<file path="src/rtl/seg_disp_ctrl.sv">
// Six-digit 7-segment display controller: converts a nibble frame digit by digit into shadow
// registers, then commits the whole frame at once. Blinking is built only with SEG_DISP_CTRL_BLINK_EN.
module seg_disp_ctrl #(
  parameter int CLK_FREQ = 50_000_000,
  parameter int BLINK_HZ = 2
) (
  input  logic        clk,
  input  logic        rst_n,
  input  logic        upd_valid,
  output logic        upd_ready,
  input  logic [23:0] upd_val,
  input  logic [5:0]  upd_dp,
  input  logic        upd_lzs,
  input  logic [5:0]  blink_mask,
  output logic [7:0]  seg_data_0,
  output logic [7:0]  seg_data_1,
  output logic [7:0]  seg_data_2,
  output logic [7:0]  seg_data_3,
  output logic [7:0]  seg_data_4,
  output logic [7:0]  seg_data_5
);

  typedef enum logic [1:0] {IDLE = 2'd0, CONV = 2'd1, COMMIT = 2'd2} state_t;

  state_t      state_r, state_s;
  logic [2:0]  idx_r;
  logic [23:0] val_r;
  logic [5:0]  dp_r;
  logic        lzs_r;
  logic        lz_r;
  logic        ready_r;
  logic [7:0]  shadow_r [6];
  logic [7:0]  disp_r   [6];
  logic [7:0]  view_s   [6];
  logic        xfer_s;
  logic [3:0]  nib_s;
  logic        dp_bit_s;
  logic        suppress_s;
  logic [7:0]  code_s;

  // Active-low {dp,g,f,e,d,c,b,a}; every glyph has bit 7 high, so dp simply replaces it.
  function automatic logic [7:0] seg_encode(input logic [3:0] nib, input logic dp);
    logic [7:0] c;
    case (nib)
      4'h0: c = 8'hC0;  4'h1: c = 8'hF9;  4'h2: c = 8'hA4;  4'h3: c = 8'hB0;
      4'h4: c = 8'h99;  4'h5: c = 8'h92;  4'h6: c = 8'h82;  4'h7: c = 8'hF8;
      4'h8: c = 8'h80;  4'h9: c = 8'h90;  4'hA: c = 8'h88;  4'hB: c = 8'h83;
      4'hC: c = 8'hC6;  4'hD: c = 8'hA1;  4'hE: c = 8'h86;  4'hF: c = 8'h8E;
      default: c = 8'hFF;
    endcase
    return {~dp, c[6:0]};
  endfunction

  assign xfer_s    = upd_valid & ready_r;
  assign upd_ready = ready_r;

  // Encode the digit currently addressed by idx, applying leading-zero suppression.
  always_comb begin
    nib_s      = val_r[{idx_r, 2'b00} +: 4];
    dp_bit_s   = dp_r[idx_r];
    suppress_s = lzs_r & lz_r & (nib_s == 4'h0) & ~dp_bit_s & (idx_r != 3'd0);
    if (suppress_s) begin
      code_s = 8'hFF;
    end else begin
      code_s = seg_encode(nib_s, dp_bit_s);
    end
  end

  // FSM state register.
  always_ff @(posedge clk or negedge rst_n) begin
    if (!rst_n) begin
      state_r <= IDLE;
    end else begin
      state_r <= state_s;
    end
  end

  // FSM next-state logic.
  always_comb begin
    state_s = state_r;
    case (state_r)
      IDLE: begin
        if (xfer_s) state_s = CONV;
        else        state_s = IDLE;
      end
      CONV: begin
        if (idx_r == 3'd0) state_s = COMMIT;
        else               state_s = CONV;
      end
      COMMIT:  state_s = IDLE;
      default: state_s = IDLE;
    endcase
  end

  // Capture, per-digit conversion into shadow registers, and atomic commit.
  always_ff @(posedge clk or negedge rst_n) begin
    if (!rst_n) begin
      idx_r   <= 3'd5;
      val_r   <= 24'h000000;
      dp_r    <= 6'b000000;
      lzs_r   <= 1'b0;
      lz_r    <= 1'b1;
      ready_r <= 1'b1;
      for (int i = 0; i < 6; i++) begin
        shadow_r[i] <= 8'hFF;
        disp_r[i]   <= 8'hFF;
      end
    end else begin
      case (state_r)
        IDLE: begin
          if (xfer_s) begin
            val_r   <= upd_val;
            dp_r    <= upd_dp;
            lzs_r   <= upd_lzs;
            lz_r    <= 1'b1;
            idx_r   <= 3'd5;
            ready_r <= 1'b0;
          end
        end
        CONV: begin
          shadow_r[idx_r] <= code_s;
          lz_r            <= lz_r & (nib_s == 4'h0) & ~dp_bit_s;
          if (idx_r != 3'd0) idx_r <= idx_r - 3'd1;
        end
        COMMIT: begin
          for (int i = 0; i < 6; i++) disp_r[i] <= shadow_r[i];
          idx_r   <= 3'd5;
          ready_r <= 1'b1;
        end
        default: begin
          idx_r   <= 3'd5;
          ready_r <= 1'b1;
        end
      endcase
    end
  end

`ifdef SEG_DISP_CTRL_BLINK_EN
  localparam int HALF_RAW = CLK_FREQ / (2 * BLINK_HZ);
  localparam int HALF     = (HALF_RAW < 1) ? 1 : HALF_RAW;
  localparam int CW       = (HALF > 1) ? $clog2(HALF) : 1;

  logic [CW-1:0] blink_cnt_r;
  logic          blink_ph_r;

  // Free-running half-period counter; phase flips on every wrap.
  always_ff @(posedge clk or negedge rst_n) begin
    if (!rst_n) begin
      blink_cnt_r <= '0;
      blink_ph_r  <= 1'b0;
    end else if (blink_cnt_r == CW'(HALF - 1)) begin
      blink_cnt_r <= '0;
      blink_ph_r  <= ~blink_ph_r;
    end else begin
      blink_cnt_r <= blink_cnt_r + 1'b1;
    end
  end

  // Blanking affects only the output view, never the display registers.
  always_comb begin
    for (int i = 0; i < 6; i++) begin
      if (blink_ph_r && blink_mask[i]) view_s[i] = 8'hFF;
      else                             view_s[i] = disp_r[i];
    end
  end
`else
  logic unused_blink_s;
  assign unused_blink_s = ^blink_mask;

  // Without blinking the outputs mirror the display registers.
  always_comb begin
    for (int i = 0; i < 6; i++) view_s[i] = disp_r[i];
  end
`endif

  assign seg_data_0 = view_s[0];
  assign seg_data_1 = view_s[1];
  assign seg_data_2 = view_s[2];
  assign seg_data_3 = view_s[3];
  assign seg_data_4 = view_s[4];
  assign seg_data_5 = view_s[5];

endmodule

</file>
<file path="config.mk">
export PLATFORM = sky130hd
export DESIGN_NAME = seg_disp_ctrl
export DESIGN_NICKNAME = d
export VERILOG_FILES = /design/src/rtl/seg_disp_ctrl.sv
export SDC_FILE = /design/constraint.sdc
export NUM_CORES = 1
export LEC_CHECK = 0
export ABC_CLOCK_PERIOD_IN_PS = 7100
export BUFFER_PORTS_ARGS = -buffer_cell sky130_fd_sc_hd__buf_2
export CAP_MARGIN = 15
export CORE_AREA = 2 2 117 119
export CTS_BUF_LIST = sky130_fd_sc_hd__clkbuf_8 sky130_fd_sc_hd__clkbuf_16
export DETAILED_ROUTE_END_ITERATION = 12
export DIE_AREA = 0 0 119 121
export HOLD_SLACK_MARGIN = 0.08
export SLEW_MARGIN = 20
export SYNTH_ARGS = -nofsm -noshare
export SYNTH_HDL_FRONTEND = slang
export SYNTH_SLANG_ARGS = --single-unit
</file>
<file path="constraint.sdc">
create_clock -name clk -period 7.1 [get_ports clk]
set_input_delay 2.13 -clock clk [delete_from_list [all_inputs] [get_ports clk]]
set_output_delay 2.13 -clock clk [all_outputs]
set_load 0.005 [all_outputs]
</file>
==> flow_summary.ini, run 1 <==
[floorplanning]
rows = 42
start_util = 0.441
ios = 89
dieHeight_um = 121
fp.dieW_um = 119
dieArea_um2 = 14400
coreArea_um2 = 13100

[place]
io_buffers = 82
dp_hpwl_um = 7370
routabilityCongestion = 0.893

[yosys]
avgSynthCellArea_um2 = 13.7
ys_seq_elements = 134
ys.flop_type = dfstp_2
syn-cell-area_um2 = 5770
synth-seq-area-share = 0.602
yosys.area.top_type = dfstp_2
yosysTopAreaCellShare = 0.455
yosys_warnings = 0
synth_fp_nets = 469
synth_area_leaders = dfstp_2 46%, mux2_2 20%, dfrtp_1 15%
netlist_instances = 421
synth_edf_count = 0
synth-async-reset-ratio = 1.00
synth_cell_type_count = 46

[detailed_routing]
wl_met3_um = 615
postRouteAntennaNets = 0
dr.first_iter.drc_count = 202
routed_wl_um = 11100
post_drt_wl_per_cell_um = 16.0
dr.pass1.iters = 4
drc = 0
highest_layer = met4
wl_met2_um = 5300
wl_met1_um = 4970
vias = 3531
vias_per_cell = 5.09

[critical_path]
critical-path-max-stage-delay_ns = 0.91
critPathArrivalTime_ns = 3.94
slowest_stage = dfstp_2
worstSetupEndpointType = flop
setup.worst_path.start_class = flop
cpMostUsedCell = nor2_1
crit_fanout = 20
crit_chain = mux2i_1 -> nor2_1 -> nor3_2 -> ha_1 -> nand4_1 -> nor4_4 -> nor2_1 -> o2bb2ai_1 -> mux2_2
critPathRequiredTime_ns = 7.47
crit_type = reg2reg

[timing]
finalCritPeriodShare = 0.504
fin_setup_tns_ns = 0
maxSlewViolCount = 0
rsz0062_at_grt = no
worst_slew_pin_slew_ns = 0.876
slew_headroom = 0.416
period_needed_ns = 3.58
setup_viol = 0
final-hold-violation-count = 0
fmax_mhz = 280
finClkSkew_ns = 0.0150

[clock_network]
post_cts_buffers = 0
numCtsBuffers = 17
cts_tree = built
cts.repair.resized = 0
root_buffer = clkbuf_16
cts.reportedPaths.clkPinSlew_ns = 0.06
h-tree-depth = 4
clk_path_buf_depth = 2
cts.sinks = 134
hold_buffers = 0
clk_latency_ns = 0.43

[global_route]
antenna_found_initial = 0
overflow = 0
track_usage = 0.169
grt_pass1_wl_um = 18400
grt_max_degree = 87
grt_pass1_vias = 3576

[power_and_ir_drop]
ir_worst_vdd_uv = 186
p_leak_uw = 0.00319
powerDensity_nw_per_um2 = 244

[layout]
antenna_cells = 0
drive_gt1_frac = 0.651
fillCellCount = 1111
regArea_um2 = 3480
final_util = 0.533
multi_input_area_um2 = 2170
area_growth_pct = 20.7
nNetsFinal = 553

[min_path]
hold_class = reg2reg

[status]
run_status = finished clean

[run]
maxCapViolations = 0
cells by family after synthesis:
family,share of synthesized area
flip-flops,0.602
multiplexers,0.228
AND/OR/NAND/NOR,0.0709
AO/OA/AOI/OAI,0.0555
buffers and inverters,0.0260
adder cells (fa/ha/maj),0.0173
stage by stage:
stage	cell area (um2)	worst slack (ns)	hold slack, ns	power [uW]	cells
after floorplan	5770	3.76	0.444	779	421
after global placement	6350	3.54	0.453	802	662
after detailed placement	6350	3.48	0.457	803	662
after CTS	6970	3.47	0.466	1720	694
after global routing	6970	3.23	0.486	1760	694
final	6970	3.52	0.460	1700	694
synth_stat cells (all sizes together) (2+ instances only):
master / number
a211oi: 3
a21oi: 14
buf: 7
clkbuf: 16
dfrtp: 34
dfstp: 100
ha: 8
inv: 8
mux2: 100
mux2i: 19
nand2: 24
nand2b: 7
nor2: 30
nor3: 5
nor4: 3
o21ai: 17
o22a: 3
o2bb2ai: 2
or2: 2
or3: 3
or4: 2
sequential cells by signal, indices dropped and copies added (netlist names):
signal,flops
dp_r,6
idx_r,3
lz_r,1
lzs_r,1
seg_data_0,8
seg_data_1,8
seg_data_2,8
seg_data_3,8
seg_data_4,8
seg_data_5,8
shadow_r,48
state_r,2
upd_ready,1
val_r,24
layout by cell type, fill, tap and decap left out, types with 2 or more instances in the layout:
master	netlist	final
mux2i_1	19	19
bufinv_16	0	3
ha_1	8	8
nand2_1	24	24
inv_6	0	9
nor2_1	30	30
a21oi_1	14	14
nand2b_1	6	5
o22a_1	3	3
nor3_2	1	2
o2bb2ai_1	2	2
o21ai_1	4	4
clkinvlp_4	0	2
inv_1	6	6
dfstp_2	100	100
mux2_2	100	100
inv_2	2	2
dfrtp_1	34	34
buf_4	0	6
o21ai_0	13	13
nor4_2	0	2
or3_1	3	3
buf_2	3	81
nand2b_2	1	2
nor3_1	3	2
clkbuf_16	0	17
cell type report:
cell class                      instances  share of cell area
Multi-Input combinational cell        256               0.311
Timing Repair Buffer                   88              0.0662
Sequential cell                       134               0.499
Tap cell                              176              0.0316
Inverter                                8             0.00431
Clock inverter                         15              0.0271
Clock buffer                           17              0.0610
critical path: cells and delay by family, from the launching register on:
kind | cells | cell delay, ns
and+or+nand+nor | 5 | 1.03
DFF | 1 | 0.91
AOI/OAI and AO/OA | 1 | 0.70
muxes | 2 | 0.58
adders and majority gates | 1 | 0.29
worst paths after layout:
kind                                     startpoint                        end  slack, ns  depth (start not counted)
max                            idx_r[0]$_DFFE_PN1P_   shadow_r[42]$_DFFE_PN1P_       3.52                          9
min                        shadow_r[21]$_DFFE_PN1P_   shadow_r[21]$_DFFE_PN1P_       0.46                          2
max reg2reg                    idx_r[0]$_DFFE_PN1P_   shadow_r[42]$_DFFE_PN1P_       3.52                          9
min reg2reg                shadow_r[21]$_DFFE_PN1P_   shadow_r[21]$_DFFE_PN1P_       0.46                          2
max in group asynchronous                     rst_n  seg_data_0[2]$_DFFE_PN1N_       4.25                          2
min in group asynchronous                     rst_n       idx_r[1]$_DFFE_PN0P_       1.78                          1
per-layer routing:
metal | track usage | up-vias
met5 | 0 | -
met4 | 0.0789 | 0
met3 | 0.0517 | 20
met2 | 0.260 | 96
met1 | 0.218 | 1756
li1 | - | 1659
power breakdown:
group          switching (uW)  internal (uW)  leakage, uW
Combinational            16.4           7.06      0.00139
Clock                     352            561     0.000297
Sequential                  0            767      0.00151
Note: power is estimated with default switching activity, not from simulation.
==> run 2, diff against run 1 <==
- ABC_CLOCK_PERIOD_IN_PS: 7100 -> 3240
- PLACE_DENSITY: not set -> 0.67
- clock period: 7.1 -> 3.24 ns (I/O delays scaled with it)
==> flow_summary.ini, run 2 (synthesized netlist as in run 1, its figures left out) <==
[status]
run_status = finished clean

[global_route]
overflow = 0
grt_pass1_wl_um = 19100
track_usage = 0.173
grt_pass1_vias = 3862
antenna_found_initial = 0
grt_max_degree = 54

[critical_path]
critPathRequiredTime_ns = 3.57
crit_buf_inv = 0
cpLargestDelayFamily = simple AND/OR/NAND/NOR gates
cpMostUsedCell = nor2_1
worstSetupEndpointType = flop
critPathArrivalTime_ns = 3.26
rrSetupSlack_ns = 0.31
critical-path-max-stage-delay_ns = 0.81
setup.worst_path.start_class = flop
crit_chain = mux2i_1 -> nor2_1 -> nor3_4 -> ha_1 -> nand4_1 -> nor4_4 -> nor2_1 -> o22a_1 -> o21ai_0
crit_fanout = 14
crit_type = reg2reg
slowest_stage = dfstp_2

[floorplanning]
dieArea_um2 = 14400
coreArea_um2 = 13100
ios = 89
start_util = 0.441
fp.dieW_um = 119
rows = 42
dieHeight_um = 121

[detailed_routing]
drc = 0
postRouteAntennaNets = 0
vias_per_cell = 5.08
dr.first_iter.drc_count = 228
dr.pass1.iters = 4
post_drt_wl_per_cell_um = 16.3
vias = 3567
routed_wl_um = 11400

[layout]
final_cell_mix = 100 x mux2_2, 100 x dfstp_2, 81 x buf_2
largest_register = shadow_r
design_area_um2 = 7000
area_growth_pct = 21.3
final_util = 0.535
stdcell_count = 702
antenna_cells = 0
drive_gt1_frac = 0.650
reg_top3 = shadow_r: 48 flops, val_r: 24 flops
largest_reg_flops = 48
nNetsFinal = 561

[timing]
final-hold-violation-count = 0
worst_slew_pin_slew_ns = 0.661
setup_viol = 0
slew_headroom = 0.560
worst_slack_ns = 0.307
rsz0062_at_grt = no
finalCritPeriodShare = 0.905
fmax_mhz = 341
finClkSkew_ns = 0.00904
maxSlewViolCount = 0
fin_setup_tns_ns = 0
period_needed_ns = 2.93

[clock_network]
numCtsBuffers = 17
cts.reportedPaths.clkPinSlew_ns = 0.06
post_cts_buffers = 0
root_buffer = clkbuf_16
h-tree-depth = 4
clk_path_buf_depth = 2
clk_latency_ns = 0.41
cts_tree = built
cts.repair.resized = 0
hold_buffers = 0
cts.sinks = 134

[min_path]
hold_class = reg2reg

[place]
dp_cells = 670
dp_hpwl_um = 7780
io_buffers = 82
pre_cts_ws_ns = 0.333
routabilityCongestion = 0.870
placed_area_um2 = 6440

[power_and_ir_drop]
p_leak_uw = 0.00323
ir_worst_vdd_uv = 326
powerDensity_nw_per_um2 = 500

[run]
maxCapViolations = 0
run 2: changes by cell type in the layout (fill, tap and decap cells not counted), moves of 2 or more:
| cell | change |
|---|---|
| buf_12 | +2 |
| buf_4 | +7 |
| bufinv_16 | -3 |
| clkbuf_8 | +6 |
| clkinv_4 | +2 |
| inv_1 | +3 |
| inv_6 | -9 |
run 2: area by class of cell:
class                      instances  area (um2)
multi-input combinational        256        2170
clock buffer                      23         508
tap                              176         220
clock inverter                     9        53.8
timing repair buffer              96         543
inverter                           8        30.0
fill                            1139        6080
sequential                       134        3480
run 2: worst register-to-register path: stages, from the launching register on:
cell	delay, ns
dfstp_2	0.81
mux2i_1	0.30
nor2_1	0.10
nor3_4	0.20
ha_1	0.25
nand4_1	0.17
nor4_4	0.34
nor2_1	0.08
o22a_1	0.36
o21ai_0	0.25
run 2: final timing paths:
| path | from | to | cells after the start |
|---|---|---|---|
| min in group asynchronous | rst_n | shadow_r[2]$_DFFE_PN1P_ | 1 |
| worst min register to register | shadow_r[21]$_DFFE_PN1P_ | shadow_r[21]$_DFFE_PN1P_ | 2 |
| worst max register to register | idx_r[0]$_DFFE_PN1P_ | shadow_r[6]$_DFFE_PN1P_ | 9 |
| worst max-delay path | idx_r[0]$_DFFE_PN1P_ | shadow_r[6]$_DFFE_PN1P_ | 9 |
| max in group asynchronous | rst_n | shadow_r[44]$_DFFE_PN1P_ | 2 |
| worst min-delay path | shadow_r[21]$_DFFE_PN1P_ | shadow_r[21]$_DFFE_PN1P_ | 2 |
run 2: through the flow:
| stage | hold slack, ns | power, uW |
|---|---|---|
| after floorplan | 0.444 | 1710 |
| after detailed placement | 0.457 | 1760 |
| after global routing | 0.491 | 3640 |
| final | 0.470 | 3500 |
| after CTS | 0.468 | 3540 |
| after global placement | 0.452 | 1760 |
run 2: per-layer routing:
metal	wire, um	vias up	track usage	share of wire
met5	0	-	0	0
met4	150	0	0.0580	0.013
met3	648	15	0.0620	0.057
met2	5720	92	0.290	0.50
met1	4910	1799	0.207	0.43
li1	-	1661	-	-
run 2: power by group:
part,total (uW),internal [uW],switching (uW)
Combinational,55.2,19.2,36.1
Sequential,1680,1680,0
Clock,1770,1090,676
